File: config.mk
export PLATFORM = sky130hd
export DESIGN_NAME = bitdepth_reduce
export DESIGN_NICKNAME = d
export VERILOG_FILES = /design/src/rtl/bitdepth_pkg.sv /design/src/rtl/bitdepth_reduce_ch.sv /design/src/rtl/bitdepth_reduce.sv
export SDC_FILE = /design/constraint.sdc
export NUM_CORES = 1
export LEC_CHECK = 0
export BUFFER_PORTS_ARGS = -buffer_cell sky130_fd_sc_hd__buf_4
export CAP_MARGIN = 20
export CELL_PAD_IN_SITES_DETAIL_PLACEMENT = 1
export CELL_PAD_IN_SITES_GLOBAL_PLACEMENT = 2
export CORE_MARGIN = 2
export CORE_UTILIZATION = 36
export DETAILED_ROUTE_END_ITERATION = 7
export GPL_ROUTABILITY_DRIVEN = 0
export PLACE_DENSITY_LB_ADDON = 0.1
export SLEW_MARGIN = 20
export SYNTH_ARGS = -nofsm -noshare
export SYNTH_HDL_FRONTEND = slang
export SYNTH_HIERARCHICAL = 1
export SYNTH_SLANG_ARGS = --single-unit
File: constraint.sdc
create_clock -name clk -period 5.41 [get_ports clk]
set_input_delay 1.623 -clock clk [delete_from_list [all_inputs] [get_ports clk]]
set_output_delay 1.623 -clock clk [all_outputs]
set_load 0.01 [all_outputs]
File: src/rtl/bitdepth_pkg.sv
// Shared constants and helpers for the bitdepth_reduce block.
// Holds the rounding-site names, the dither LFSR constants and the
// width/saturation helper functions used by the top and channel modules.
package bitdepth_pkg;

  localparam string MODE_RIGHT = "RIGHT";
  localparam string MODE_LEFT  = "LEFT";

  // Fibonacci LFSR, taps 16,14,13,11 -> bits 15,13,12,10
  localparam logic [15:0] LFSR_SEED = 16'hACE1;
  localparam logic [15:0] LFSR_TAPS = 16'hB400;

  // Number of bits dropped per channel
  function automatic int calc_d(input int in_bits, input int out_bits);
    return in_bits - out_bits;
  endfunction

  // Saturation flag for one channel, evaluated on the stage-1 value.
  // RIGHT: the rounding add carried into bit IN.
  // LEFT : any bit above the kept LSBs is set.
  function automatic logic sat_flag(input logic        is_right,
                                    input logic [63:0] s1_val,
                                    input int          in_bits,
                                    input int          out_bits);
    if (is_right)
      return ((s1_val >> in_bits) & 64'd1) != 64'd0;
    return (s1_val >> out_bits) != 64'd0;
  endfunction

  function automatic logic [15:0] lfsr_next(input logic [15:0] cur);
    return {cur[14:0], ^(cur & LFSR_TAPS)};
  endfunction

endpackage

File: src/rtl/bitdepth_reduce_ch.sv
// One channel of the width reducer across both pipeline stages.
// Stage 1 registers the input plus its rounding offset on IN+1 bits so the
// carry out is kept; stage 2 registers the reduced sample and its saturation
// flag. The rounding offset is chosen by the parent (zero for LEFT mode).
module bitdepth_reduce_ch
  import bitdepth_pkg::*;
#(
  parameter int    C_IN_BIT_NUM  = 10,
  parameter int    C_OUT_BIT_NUM = 8,
  parameter string C_CHANGE_SITE = "RIGHT",
  parameter int    C_RND_BIT_NUM = 2
) (
  input  logic                     clk,
  input  logic                     rst_n,
  input  logic                     s1_load,
  input  logic                     s2_load,
  input  logic [C_IN_BIT_NUM-1:0]  in_sample,
  input  logic [C_RND_BIT_NUM-1:0] rnd,
  output logic [C_OUT_BIT_NUM-1:0] out_sample,
  output logic                     sat
);

  localparam int D       = calc_d(C_IN_BIT_NUM, C_OUT_BIT_NUM);
  localparam bit IS_LEFT = (C_CHANGE_SITE == MODE_LEFT);

  logic [C_IN_BIT_NUM:0]    s1_sum;
  logic [C_IN_BIT_NUM:0]    s1_sum_d;
  logic [C_OUT_BIT_NUM-1:0] out_d;
  logic                     sat_d;

  // Stage-1 input: sample widened by one bit plus the rounding offset
  always_comb begin
    s1_sum_d = {1'b0, in_sample} + (C_IN_BIT_NUM + 1)'(rnd);
  end

  // Stage-2 input: reduced sample, forced to all ones on saturation
  always_comb begin
    sat_d = sat_flag(!IS_LEFT, 64'(s1_sum), C_IN_BIT_NUM, C_OUT_BIT_NUM);
    out_d = '1;
    if (!sat_d) begin
      if (IS_LEFT)
        out_d = s1_sum[C_OUT_BIT_NUM-1:0];
      else
        out_d = s1_sum[C_IN_BIT_NUM-1:D];
    end
  end

  // Stage-1 register, loads on an accepted input beat
  always_ff @(posedge clk or negedge rst_n) begin
    if (!rst_n)
      s1_sum <= '0;
    else if (s1_load)
      s1_sum <= s1_sum_d;
  end

  // Stage-2 register, holds while the output is stalled
  always_ff @(posedge clk or negedge rst_n) begin
    if (!rst_n) begin
      out_sample <= '0;
      sat        <= 1'b0;
    end else if (s2_load) begin
      out_sample <= out_d;
      sat        <= sat_d;
    end
  end

endmodule

File: src/rtl/bitdepth_reduce.sv
// Streaming sample-width reducer: C_CH_NUM channels of C_IN_BIT_NUM bits
// to C_OUT_BIT_NUM bits through a 2-stage valid/ready pipeline, with a
// saturating debug counter of saturated channel samples.
// Optional build macro BITDEPTH_REDUCE_DITHER_EN replaces the fixed
// half-LSB rounding offset (RIGHT mode) with bits of a 16-bit LFSR that
// advances once per accepted beat. Dither bit selection assumes D <= 16.
module bitdepth_reduce
  import bitdepth_pkg::*;
#(
  parameter int    C_IN_BIT_NUM  = 10,
  parameter int    C_OUT_BIT_NUM = 8,
  parameter int    C_CH_NUM      = 3,
  parameter string C_CHANGE_SITE = "RIGHT",
  parameter int    C_CNT_BIT_NUM = 16
) (
  input  logic                              clk,
  input  logic                              rst_n,
  input  logic [C_CH_NUM*C_IN_BIT_NUM-1:0]  s_data,
  input  logic                              s_valid,
  output logic                              s_ready,
  output logic [C_CH_NUM*C_OUT_BIT_NUM-1:0] m_data,
  output logic                              m_valid,
  input  logic                              m_ready,
  output logic [C_CNT_BIT_NUM-1:0]          sat_cnt,
  input  logic                              sat_clr
);

  localparam int D        = calc_d(C_IN_BIT_NUM, C_OUT_BIT_NUM);
  localparam int RND_W    = (D > 0) ? D : 1;
  localparam bit IS_RIGHT = (C_CHANGE_SITE == MODE_RIGHT);
  localparam int INC_W    = $clog2(C_CH_NUM + 1);

  logic                   s1_valid;
  logic                   s2_valid;
  logic                   s2_can_load;
  logic                   s1_load;
  logic                   s2_load;
  logic [C_CH_NUM-1:0]    sat_vec;
  logic [INC_W-1:0]       sat_inc;
  logic [C_CNT_BIT_NUM:0] cnt_sum;

  // Handshake: stage 2 frees when empty or draining; s_ready follows m_ready
  always_comb begin
    s2_can_load = !s2_valid || m_ready;
    s_ready     = !s1_valid || s2_can_load;
    s1_load     = s_valid && s_ready;
    s2_load     = s1_valid && s2_can_load;
    m_valid     = s2_valid;
  end

  // Pipeline occupancy flags
  always_ff @(posedge clk or negedge rst_n) begin
    if (!rst_n) begin
      s1_valid <= 1'b0;
      s2_valid <= 1'b0;
    end else begin
      if (s1_load)
        s1_valid <= 1'b1;
      else if (s2_load)
        s1_valid <= 1'b0;

      if (s2_load)
        s2_valid <= 1'b1;
      else if (m_ready)
        s2_valid <= 1'b0;
    end
  end

`ifdef BITDEPTH_REDUCE_DITHER_EN
  logic [15:0] lfsr;
  logic [31:0] lfsr_dup;

  // Dither source, stepped once per accepted input beat
  always_ff @(posedge clk or negedge rst_n) begin
    if (!rst_n)
      lfsr <= LFSR_SEED;
    else if (s1_load)
      lfsr <= lfsr_next(lfsr);
  end

  // Doubled copy lets a channel's bit window wrap past bit 15
  always_comb begin
    lfsr_dup = {lfsr, lfsr};
  end
`endif

  for (genvar c = 0; c < C_CH_NUM; c++) begin : g_ch
    logic [RND_W-1:0] rnd_c;

    if (IS_RIGHT && (D > 0)) begin : g_rnd
`ifdef BITDEPTH_REDUCE_DITHER_EN
      assign rnd_c = RND_W'(lfsr_dup >> ((c * D) % 16));
`else
      assign rnd_c = RND_W'(1) << (D - 1);
`endif
    end else begin : g_no_rnd
      assign rnd_c = '0;
    end

    bitdepth_reduce_ch #(
      .C_IN_BIT_NUM  (C_IN_BIT_NUM),
      .C_OUT_BIT_NUM (C_OUT_BIT_NUM),
      .C_CHANGE_SITE (C_CHANGE_SITE),
      .C_RND_BIT_NUM (RND_W)
    ) u_ch (
      .clk        (clk),
      .rst_n      (rst_n),
      .s1_load    (s1_load),
      .s2_load    (s2_load),
      .in_sample  (s_data[c*C_IN_BIT_NUM +: C_IN_BIT_NUM]),
      .rnd        (rnd_c),
      .out_sample (m_data[c*C_OUT_BIT_NUM +: C_OUT_BIT_NUM]),
      .sat        (sat_vec[c])
    );
  end

  // Count saturated channels in the beat currently in stage 2
  always_comb begin
    sat_inc = '0;
    for (int c = 0; c < C_CH_NUM; c++)
      sat_inc = sat_inc + INC_W'(sat_vec[c]);
    cnt_sum = {1'b0, sat_cnt} + (C_CNT_BIT_NUM + 1)'(sat_inc);
  end

  // Saturation counter: clear wins, counts on output transfer, sticks at max
  always_ff @(posedge clk or negedge rst_n) begin
    if (!rst_n)
      sat_cnt <= '0;
    else if (sat_clr)
      sat_cnt <= '0;
    else if (s2_valid && m_ready)
      sat_cnt <= cnt_sum[C_CNT_BIT_NUM] ? '1 : cnt_sum[C_CNT_BIT_NUM-1:0];
  end

endmodule

Word level (Yosys, flattened, before mapping)
Cells that the tools add are included.

Register bits: 78. Input bits: 35. Output and inout bits: 42.

Add/subtract/negate cells: 6. Multiplexer cells: 10. Reduce and logical (&&, ||, !) cells: 10.

Operators with widths (number): $mux 16 (3); $add 10x2->11 const B (3); $mux 8 (3); $add 16x2->17 (1); $reduce_bool 2->1 (3); $mux 1 (4); $logic_and 1x1->1 (3); $add 1x1->2 (1); $add 2x1->2 (1); $logic_not 1->1 (2); $logic_or 1x1->1 (2).

Longest topological paths before layout
Gate-level depths: netlist of the first run.

Depth in word-level cells: 6. Gate-level depth with buffers: 7. Depth with buffers taken out: 7.

Hierarchy
Netlist of the first run, hierarchy kept.

Modules (own cells, without submodules): bitdepth_reduce_ch (instances 3, cells each 90, area an instance 858.3 um^2, seq. area each 450.4 um^2); bitdepth_reduce (instances 1, cells each 104, area an instance 1101.1 um^2, seq. area each 450.4 um^2).

Worst setup path after synthesis of the first run
No wires, ideal clock.

Path kind: input to output. Start: in m_ready. End: out s_ready. Arrival: 1.832 ns. Setup slack: 1.955 ns. Stages on the path: 1. Cells stage by stage: nand3b_1.

Cells in the longest elaborated chain, start to end: 2.

Ends and longest elaborated chain: start, declared (line bitdepth_reduce.sv:23) `input logic m_ready,`; $logic_or 1x1->1 (line bitdepth_reduce.sv:44) `s2_can_load = !s2_valid || m_ready;`; $logic_or 1x1->1 (line bitdepth_reduce.sv:45) `s_ready = !s1_valid || s2_can_load;`; end, declared (line bitdepth_reduce.sv:20) `output logic s_ready,`.

No other way between the ends.

Final worst setup path of the first run
Ends and elaborated chain as after synthesis.

==> metrics, run 1 <==
Final Hold Viols 0; status finished, final reports clean; Total Power 1.47 mW; Num CTS Buffers 9; Async SR Flop Fraction 100%; CTS tree built; fraction of layout cells with a size suffix above 1 27.6%; largest net degree at the start of global routing 73; post-cts sizing count 0; Most used DFF post-synth dfrtp_1; Seq/Total Area, Yosys 49.0%; Setup crit end kind primary output; final slew viol count 0; number of diodes 0; vias 3087; die area 0.0110 mm²; Post-Layout Cell Count 583; # DRC 0; VDD IR-drop max 0.127 mV; DIE WIDTH 105 µm; Multi-input gate area 0.00179 mm²; first-pass GRT wire length 14.9 mm; dpl cells 568; met2 routed WL 4.25 mm; Synth Register Bits 72; worst setup margin 1.69 ns; clock sink count 72; chip height 105 µm; Post-CTS Setup Inserts 0; P&R area growth vs syn 25.7%; most frequent cells in the layout nor2_1 (77), buf_4 (77), dfrtp_1 (72); total core area 0.00986 mm²; worst skew pair latency 0.34 ns; required time of the critical path 3.79 ns; number of nets in the layout 488; Netlist cell types 46; root buf cell clkbuf_8; final wirelength 8.81 mm; Final TNS setup 0 ns; GRT Util Overall 16.6%; period utilization 68.7%; Worst Tran Pin Value 0.923 ns; worst slack at placement 1.69 ns; crit path DAT 2.09 ns; fin crit period 3.72 ns; Slew headroom 38.5%; Clock Skews 0.0104 ns; mean post-synth cell area 9.83 µm²; Post-Route Utilization 46.8%; Setup violations, final 0; Reg area 0.00180 mm²; largest fanout on the critical path 5; fill cell count 1149; vias per std cell 5.30; CTS Hold Bufs 0; FMAX 269 MHz; Warnings, synthesis 6; global route overflow 0; placed cell areas 0.00435 mm²; Worst-path clk slew 0.08 ns; antenna viol nets, final 0; worst min-delay path category flip-flop to flip-flop; RSZ-0062 raised after global routing false; WL per Instance 15.1 µm; DRT met1 WL 4.20 mm; I/O Buffers 76; DR WL met3 267 µm; Initial Util 37.3%; mapped cell area 0.00368 mm²; DR pass1 iterations 4; max cap viols 0; kind of critical path input pin to primary output; Pwr Density 318 mW/mm²; top-level port count 77; H-Tree Depth 3; Post-Synthesis Cells 374; deepest clock path buffer count 2; Placement Rows 36; Hold Slack 0.503 ns; leakage 1.99 nW; initial drt markers 87; DPL Wire Length 6.20 mm; Post-synth EDFFs 0; highest metal used met4; CP startpoint kind input pin; initial antenna violation count 0; vias in the first global route 3033; post-route cell area 0.00462 mm²
## state kept, by name (all words and copies together) (netlist names)
| signal | cells |
|---|---|
| m_valid | 1 |
| sat_cnt | 16 |
| g_ch.u_ch/out_sample | 24 |
| g_ch.u_ch/sat | 3 |
| s1_valid | 1 |
| g_ch.u_ch/s1_sum | 27 |
## report_power, final
group | total [mW] | switching [mW] | internal (mW) | leakage [nW]
sequential | 0.649 | 0.0425 | 0.606 | 0.852
clock | 0.563 | 0.199 | 0.364 | 0.133
combinational | 0.256 | 0.138 | 0.118 | 1.01
total | 1.47 | 0.380 | 1.09 | 1.99
## cells by family (layout without fill, tap and decap cells)
group                      after synthesis  count (layout)  synth area share, %
and+or+nand+nor                        162             162                 25.3
AOI/OAI and AO/OA                       93              93                 16.2
DFF                                     72              72                 49.0
buffers and inverters                   25              97                 2.76
muxes                                   10              10                 3.03
adders and majority gates                7               7                 2.79
xor gates and xnor gates                 3               3                0.715
other                                    2               6                0.204
## synth_stat cells (all sizes together), types with 7 or more instances
| master | count | share of area [%] |
|---|---|---|
| clkbuf | 13 | 1.3 |
| buf | 7 | 0.92 |
| mux2 | 9 | 2.8 |
| a21oi | 29 | 3.9 |
| nand2 | 10 | 1.0 |
| nand3 | 10 | 2.5 |
| dfrtp | 72 | 49 |
| o21ai | 13 | 1.8 |
| nor3 | 10 | 1.5 |
| or3 | 12 | 2.1 |
| o31ai | 9 | 1.8 |
| a31oi | 30 | 5.6 |
| or4 | 9 | 1.8 |
| nand4 | 11 | 2.7 |
| nor2 | 77 | 7.9 |
## worst paths after layout
kind	startpoint	end	slack, ns	depth (start not counted)
setup / recovery	m_ready	s_ready	1.69	3
hold / removal	s1_valid	m_valid	0.50	1
setup reg to reg	sat_cnt[0]	sat_cnt[12]	2.85	7
hold reg to reg	s1_valid	m_valid	0.50	1
max in group asynchronous	rst_n	g_ch[2].u_ch/out_sample[6]	3.40	1
min in group asynchronous	rst_n	g_ch[1].u_ch/s1_sum[7]	1.41	1
## worst max-delay path: stages
cell and delay [ns]:
buf_4 0.12, nand3b_1 0.18, buf_4 0.17
## layout make-up
type	count	area share, %
clock inverters	5	2.79
inverters	5	0.406
multi-input cells	281	38.7
flip-flops and latches	72	39.0
repair buffers	77	12.5
clock buffers	10	2.98
well taps	133	3.60
## metal layers
| metal | track usage [%] | up-vias |
|---|---|---|
| li1 | - | 1515 |
| met5 | 0 | - |
| met2 | 26.8 | 52 |
| met4 | 6.29 | 0 |
| met1 | 22.6 | 1513 |
| met3 | 2.37 | 7 |
Power figures use the tool's default switching activity.
==> run 2, diff against run 1 <==
--- a/config.mk
+++ b/config.mk
@@ -10,7 +10,7 @@
 export CELL_PAD_IN_SITES_DETAIL_PLACEMENT = 1
 export CELL_PAD_IN_SITES_GLOBAL_PLACEMENT = 2
 export CORE_MARGIN = 2
-export CORE_UTILIZATION = 36
+export CORE_UTILIZATION = 34
 export DETAILED_ROUTE_END_ITERATION = 7
 export GPL_ROUTABILITY_DRIVEN = 0
 export PLACE_DENSITY_LB_ADDON = 0.1
==> constraint.sdc (replaced) <==
create_clock -name clk -period 3.67 [get_ports clk]
set_input_delay 1.101 -clock clk [delete_from_list [all_inputs] [get_ports clk]]
set_output_delay 1.101 -clock clk [all_outputs]
set_load 0.01 [all_outputs]
==> run 2 against run 1 <==
Compared with the run above: sequential share of layout area up 0.33 points; sequential power up 47%; count of clock-buffer cells in the layout up 2; setup slack worse by 0.70 ns.
==> metrics, run 2 (synthesis gave the netlist of run 1 again) <==
status finished, final reports clean; post-cts sizing count 0; initial drt markers 86; period utilization 73.0%; H-Tree Depth 3; CTS tree built; RSZ-0062 raised after global routing false; clock sink count 72; Hold Slack 0.502 ns; largest net degree at the start of global routing 73; worst skew pair latency 0.34 ns; total core area 0.0104 mm²; Most flops, register g_ch.u_ch/s1_sum; DPL Wire Length 6.13 mm; required time of the critical path 2.57 ns; root buf cell clkbuf_8; Clock Skews 0.0106 ns; commonest non-fill, non-tap cell in the layout buf_4; Setup violations, final 0; leakage 1.97 nW; Final Hold Viols 0; number of diodes 0; VDD IR-drop max 0.167 mV; DIE WIDTH 108 µm; fraction of layout cells with a size suffix above 1 27.9%; largest fanout on the critical path 5; placed cell areas 0.00437 mm²; first-pass GRT wire length 15.0 mm; Initial Util 35.3%; global route overflow 0; top flop regs g_ch.u_ch/s1_sum (27), g_ch.u_ch/out_sample (24), sat_cnt (16); P&R area growth vs syn 24.6%; worst min-delay path category flip-flop to flip-flop; Num CTS Buffers 9; vias in the first global route 3156; Worst Tran Pin Value 0.929 ns; die area 0.0117 mm²; Worst-path clk slew 0.08 ns; FMAX 373 MHz; CP startpoint kind input pin; most frequent cells in the layout buf_4 (78), nor2_1 (77), dfrtp_1 (72); DR pass1 iterations 4; Post-CTS Setup Inserts 0; kind of critical path input pin to primary output; vias per std cell 5.27; crit path DAT 1.58 ns; chip height 108 µm; Setup crit end kind primary output; GRT Util Overall 16.0%; CTS Hold Bufs 0; initial antenna violation count 0; Multi-input gate area 0.00179 mm²; Pwr Density 437 mW/mm²; max reg flops 27; final wirelength 8.67 mm; number of nets in the layout 489; fin crit period 2.68 ns; final slew viol count 0; vias 3096; I/O Buffers 76; Reg area 0.00180 mm²; fill cell count 1227; Final TNS setup 0 ns; Slew headroom 38.1%; deepest clock path buffer count 2; post-route cell area 0.00458 mm²; WL per Instance 14.8 µm; Placement Rows 37; top-level port count 77; max cap viols 0; # DRC 0; antenna viol nets, final 0
-- run 2: changes by cell type in the layout (fill, tap and decap cells not counted) --
cell / previous run / this run
clkinv_2: 0 / 1
bufinv_16: 4 / 1
buf_4: 77 / 78
clkbuf_8: 10 / 12
clkinvlp_4: 0 / 1
-- run 2: worst paths after layout --
path                                  from  cells past startpoint                endpoint  slack [ns]
worst min-delay path              s1_valid                      1                 m_valid        0.50
max in group asynchronous            rst_n                      1              sat_cnt[3]        2.17
worst min register to register    s1_valid                      1                 m_valid        0.50
min in group asynchronous            rst_n                      1  g_ch[1].u_ch/s1_sum[8]        0.88
worst max register to register  sat_cnt[0]                      7             sat_cnt[12]        1.12
worst max-delay path               m_ready                      3                 s_ready        0.99
-- run 2: metrics by stage --
step | util [%] | total power [mW] | worst slack, ns | cells
after floorplan | - | 1.15 | 1.26 | 378
after global placement | 41.9 | 1.34 | 1.01 | 572
after detailed placement | 41.9 | 1.36 | 0.989 | 572
after CTS | 44.0 | 2.04 | 0.985 | 588
after global routing | 44.0 | 2.12 | 0.910 | 588
final | 44.0 | 2.00 | 0.991 | 588
-- run 2: layout make-up --
cell class	count	area share (%)
clock buffers	12	3.60
clock inverters	4	1.12
inverters	5	0.410
multi-input cells	281	39.0
flip-flops and latches	72	39.3
well taps	136	3.71
repair buffers	78	12.8
-- run 2: power breakdown --
| part | total [mW] | switching (mW) | internal [mW] | leakage, nW |
|---|---|---|---|---|
| clock | 0.670 | 0.300 | 0.370 | 0.109 |
| combinational | 0.380 | 0.205 | 0.175 | 1.01 |
| sequential | 0.953 | 0.0595 | 0.893 | 0.852 |
-- run 2: critical path, cell delays in order --
cell,delay (ns)
buf_4,0.12
nand3b_1,0.19
buf_4,0.17
-- run 2: routing by layer --
| layer | vias up | share of wire (%) | global-route usage [%] |
|---|---|---|---|
| met3 | 4 | 4.0 | 3.50 |
| met4 | 0 | 0.65 | 4.76 |
| met5 | - | 0 | 0 |
| met2 | 57 | 48 | 26.3 |
| met1 | 1514 | 48 | 21.3 |
| li1 | 1521 | - | - |
==> run 3, diff against run 2 <==
--- a/config.mk
+++ b/config.mk
@@ -5,12 +5,13 @@
 export SDC_FILE = /design/constraint.sdc
 export NUM_CORES = 1
 export LEC_CHECK = 0
+export ABC_AREA = 1
 export BUFFER_PORTS_ARGS = -buffer_cell sky130_fd_sc_hd__buf_4
 export CAP_MARGIN = 20
 export CELL_PAD_IN_SITES_DETAIL_PLACEMENT = 1
 export CELL_PAD_IN_SITES_GLOBAL_PLACEMENT = 2
 export CORE_MARGIN = 2
-export CORE_UTILIZATION = 34
+export CORE_UTILIZATION = 28
 export DETAILED_ROUTE_END_ITERATION = 7
 export GPL_ROUTABILITY_DRIVEN = 0
 export PLACE_DENSITY_LB_ADDON = 0.1
==> constraint.sdc (replaced) <==
create_clock -name clk -period 2.21 [get_ports clk]
set_input_delay 0.663 -clock clk [delete_from_list [all_inputs] [get_ports clk]]
set_output_delay 0.663 -clock clk [all_outputs]
set_load 0.01 [all_outputs]
==> run 3 against run 2 <==
Compared with the run above: via count grew 12%; register-to-register slack lost 1.1 ns; combinational power grew 130%; largest power group unchanged.
==> metrics, run 3 <==
Comb power frac 21.9%; Worst-path clk slew 0.07 ns; Final Hold Viols 0; Synth Register Bits 72; worst setup margin 0.0292 ns; WL per Instance 12.8 µm; Post-synth EDFFs 0; initial antenna violation count 0; crit-path cells fa_1 -> ha_2 -> fa_2 -> nand3_4 -> nor2_8 -> nand4_4 -> nand3_1 -> nand2_1 -> o21ai_1; number of nets in the layout 640; largest net degree at the start of global routing 31; RSZ-0062 raised after global routing true; top flop regs g_ch.u_ch/s1_sum (27), g_ch.u_ch/out_sample (24), sat_cnt (16); Most used DFF post-synth dfrtp_1; largest fanout on the critical path 7; Most flops, register g_ch.u_ch/s1_sum; kind of critical path flip-flop to flip-flop; fin crit period 2.18 ns; deepest clock path buffer count 2; crit-path leading delay family adder cells; Pwr Density 818 mW/mm²; switching share of power 30.3%; root buf cell clkbuf_16; dpl cells 762; Reg power frac 41.7%; Clock Skews 0.00992 ns; top-level port count 77; Placement Rows 42; CP startpoint kind flip-flop; Seq/Total Area, Yosys 47.1%; first-pass GRT wire length 17.4 mm; P&R area growth vs syn 29.7%; CP max stage cell fa_1; DIE WIDTH 121 µm; FMAX 459 MHz; H-Tree Depth 3; Netlist cell types 29; GRT Util Overall 14.8%; antenna viol nets, final 0; sw power 1.23 mW; period utilization 98.7%; Yosys top cell area share 47.1%; crit path DAT 2.44 ns; Setup crit end kind flip-flop; Async SR Flop Fraction 100%; Worst R2R Path Depth 9; leading area contributor after synthesis dfrtp_1; RR Endpoint sat_cnt[9]; required time of the critical path 2.47 ns; max reg flops 27; Clock power frac 36.4%; Post-Layout Cell Count 779; final wirelength 10.0 mm; worst slack at placement -0.0199 ns; P_int 2.83 mW; Reg2Reg Setup Slack 0.03 ns; DPL Wire Length 7.75 mm; most frequent cells in the layout nand2_1 (189), buf_4 (87), dfrtp_1 (72); max cap viols 0; I/O Buffers 76; Post-Synthesis Cells 506; chip height 121 µm; # DRC 0; Initial Util 28.8%; vias in the first global route 3616; status finished, final reports clean; worst min-delay path category input pin to async pin; Num CTS Buffers 9; DR pass1 iterations 4; commonest non-fill, non-tap cell in the layout nand2_1; leakage 2.66 nW; CTS Hold Bufs 0; final slew viol count 0; most frequent cell after synthesis nand2_1; top cells by area, synth dfrtp_1 (47%), nand2_1 (19%), o21ai_0 (5.4%); mean post-synth cell area 7.56 µm²; total core area 0.0133 mm²; vias per std cell 4.45; die area 0.0146 mm²; reg-to-reg critical path startpoint sat_cnt[0]; initial drt markers 158; fraction of layout cells with a size suffix above 1 20.7%; Worst Path Buf+Inv 0; CTS tree built; worst skew pair latency 0.33 ns; Crit path largest cell delay 0.55 ns; clock sink count 72; Stages on worst setup path 9; mapped cell area 0.00383 mm²; commonest cells in the netlist nand2_1 (191), dfrtp_1 (72), inv_1 (53), o21ai_0 (41), nor2_1 (40); Setup violations, final 0; global route overflow 0; VDD IR-drop max 0.358 mV; Warnings, synthesis 6; vias 3466; number of diodes 0
## run 3: cell count changes in the layout (fill, tap and decap cells not counted), sizes merged, moves of 7 or more
cell / before / now
nand2: 10 / 197
inv: 5 / 55
o21ai: 13 / 44
a31oi: 30 / 0
nor2: 77 / 47
nand3: 10 / 34
or3: 12 / 0
a21oi: 29 / 19
buf: 78 / 88
mux2: 9 / 0
nor3: 10 / 1
o31ai: 9 / 0
or4: 9 / 0
nand4: 11 / 4
## run 3: kinds of logic (layout without fill, tap and decap cells)
group                    Yosys count  after routing  synth area share (%)
buffers and inverters             68            161                  7.85
AND/OR/NAND/NOR                  283            283                  31.7
XOR/XNOR                           6              6                  1.37
AO/OA/AOI/OAI                     68             68                  9.09
adder cells (fa/ha/maj)            7              7                  2.68
other                              2              6                 0.196
flip-flops                        72             72                  47.1
## run 3: worst max path at each step
| stage | start | end | slack (ns) |
|---|---|---|---|
| 6_report | sat_cnt[0] | sat_cnt[9] | 0.03 |
| 5_1_grt | sat_cnt[0] | sat_cnt[12] | -0.14 |
| 4_1_cts | sat_cnt[0] | sat_cnt[12] | -0.002 |
| 3_5_place_dp | sat_cnt[0] | sat_cnt[0] | -0.02 |
| 3_3_place_gp | sat_cnt[0] | sat_cnt[0] | 0.02 |
| 2_1_floorplan | sat_cnt[0] | sat_cnt[4] | 0.04 |
## run 3: worst reg2reg max path, delay by kind of cell, from the launching register on
family,cells,cell delay (ns)
and+or+nand+nor,5,0.65
adders and majority gates,3,0.98
AOI/OAI and AO/OA,1,0.08
DFF,1,0.40
## run 3: routing by layer
| layer | up-vias | GRT usage [%] | share of wire [%] |
|---|---|---|---|
| li1 | 1764 | - | - |
| met3 | 9 | 1.97 | 3.1 |
| met5 | - | 0 | 0 |
| met1 | 1639 | 19.6 | 48 |
| met4 | 0 | 4.80 | 1.3 |
| met2 | 54 | 24.9 | 48 |
## run 3: area by class of cell
| class | count | area [µm²] |
|---|---|---|
| Multi-Input combinational cell | 370 | 1760 |
| Timing Repair Buffer | 88 | 673 |
| Tap cell | 176 | 220 |
| Fill cell | 1643 | 8330 |
| Clock buffer | 10 | 229 |
| Sequential cell | 72 | 1800 |
| Clock inverter | 6 | 68.8 |
| Inverter | 57 | 214 |
## run 3: power by group through the flow
stage	registers [mW]	clock network (mW)	logic (mW)
finish	1.69	1.48	0.890
global route	1.73	1.58	1.03
CTS	1.70	1.51	0.919
detailed placement	1.72	0	0.908
global placement	1.71	0	0.890
floorplan	1.75	0	0.401
## run 3: metrics by stage
step	TNS, ns	utilization (%)	cell area, µm²	total power, mW	hold WS, ns
6_report	0	37.4	4970	4.06	0.221
3_3_place_gp	0	34.9	4650	2.60	0.463
4_1_cts	-0.00153	37.2	4950	4.13	0.232
3_5_place_dp	-0.0856	34.9	4650	2.63	0.463
2_1_floorplan	0	-	3840	2.15	0.367
5_1_grt	-1.50	37.4	4970	4.33	0.243
## run 3: what timing repair did
action | in CTS | in global routing
setup buffers | 0 | 1
endpoints found under the setup margin | 10 | 16
resized for setup | 2 | 4
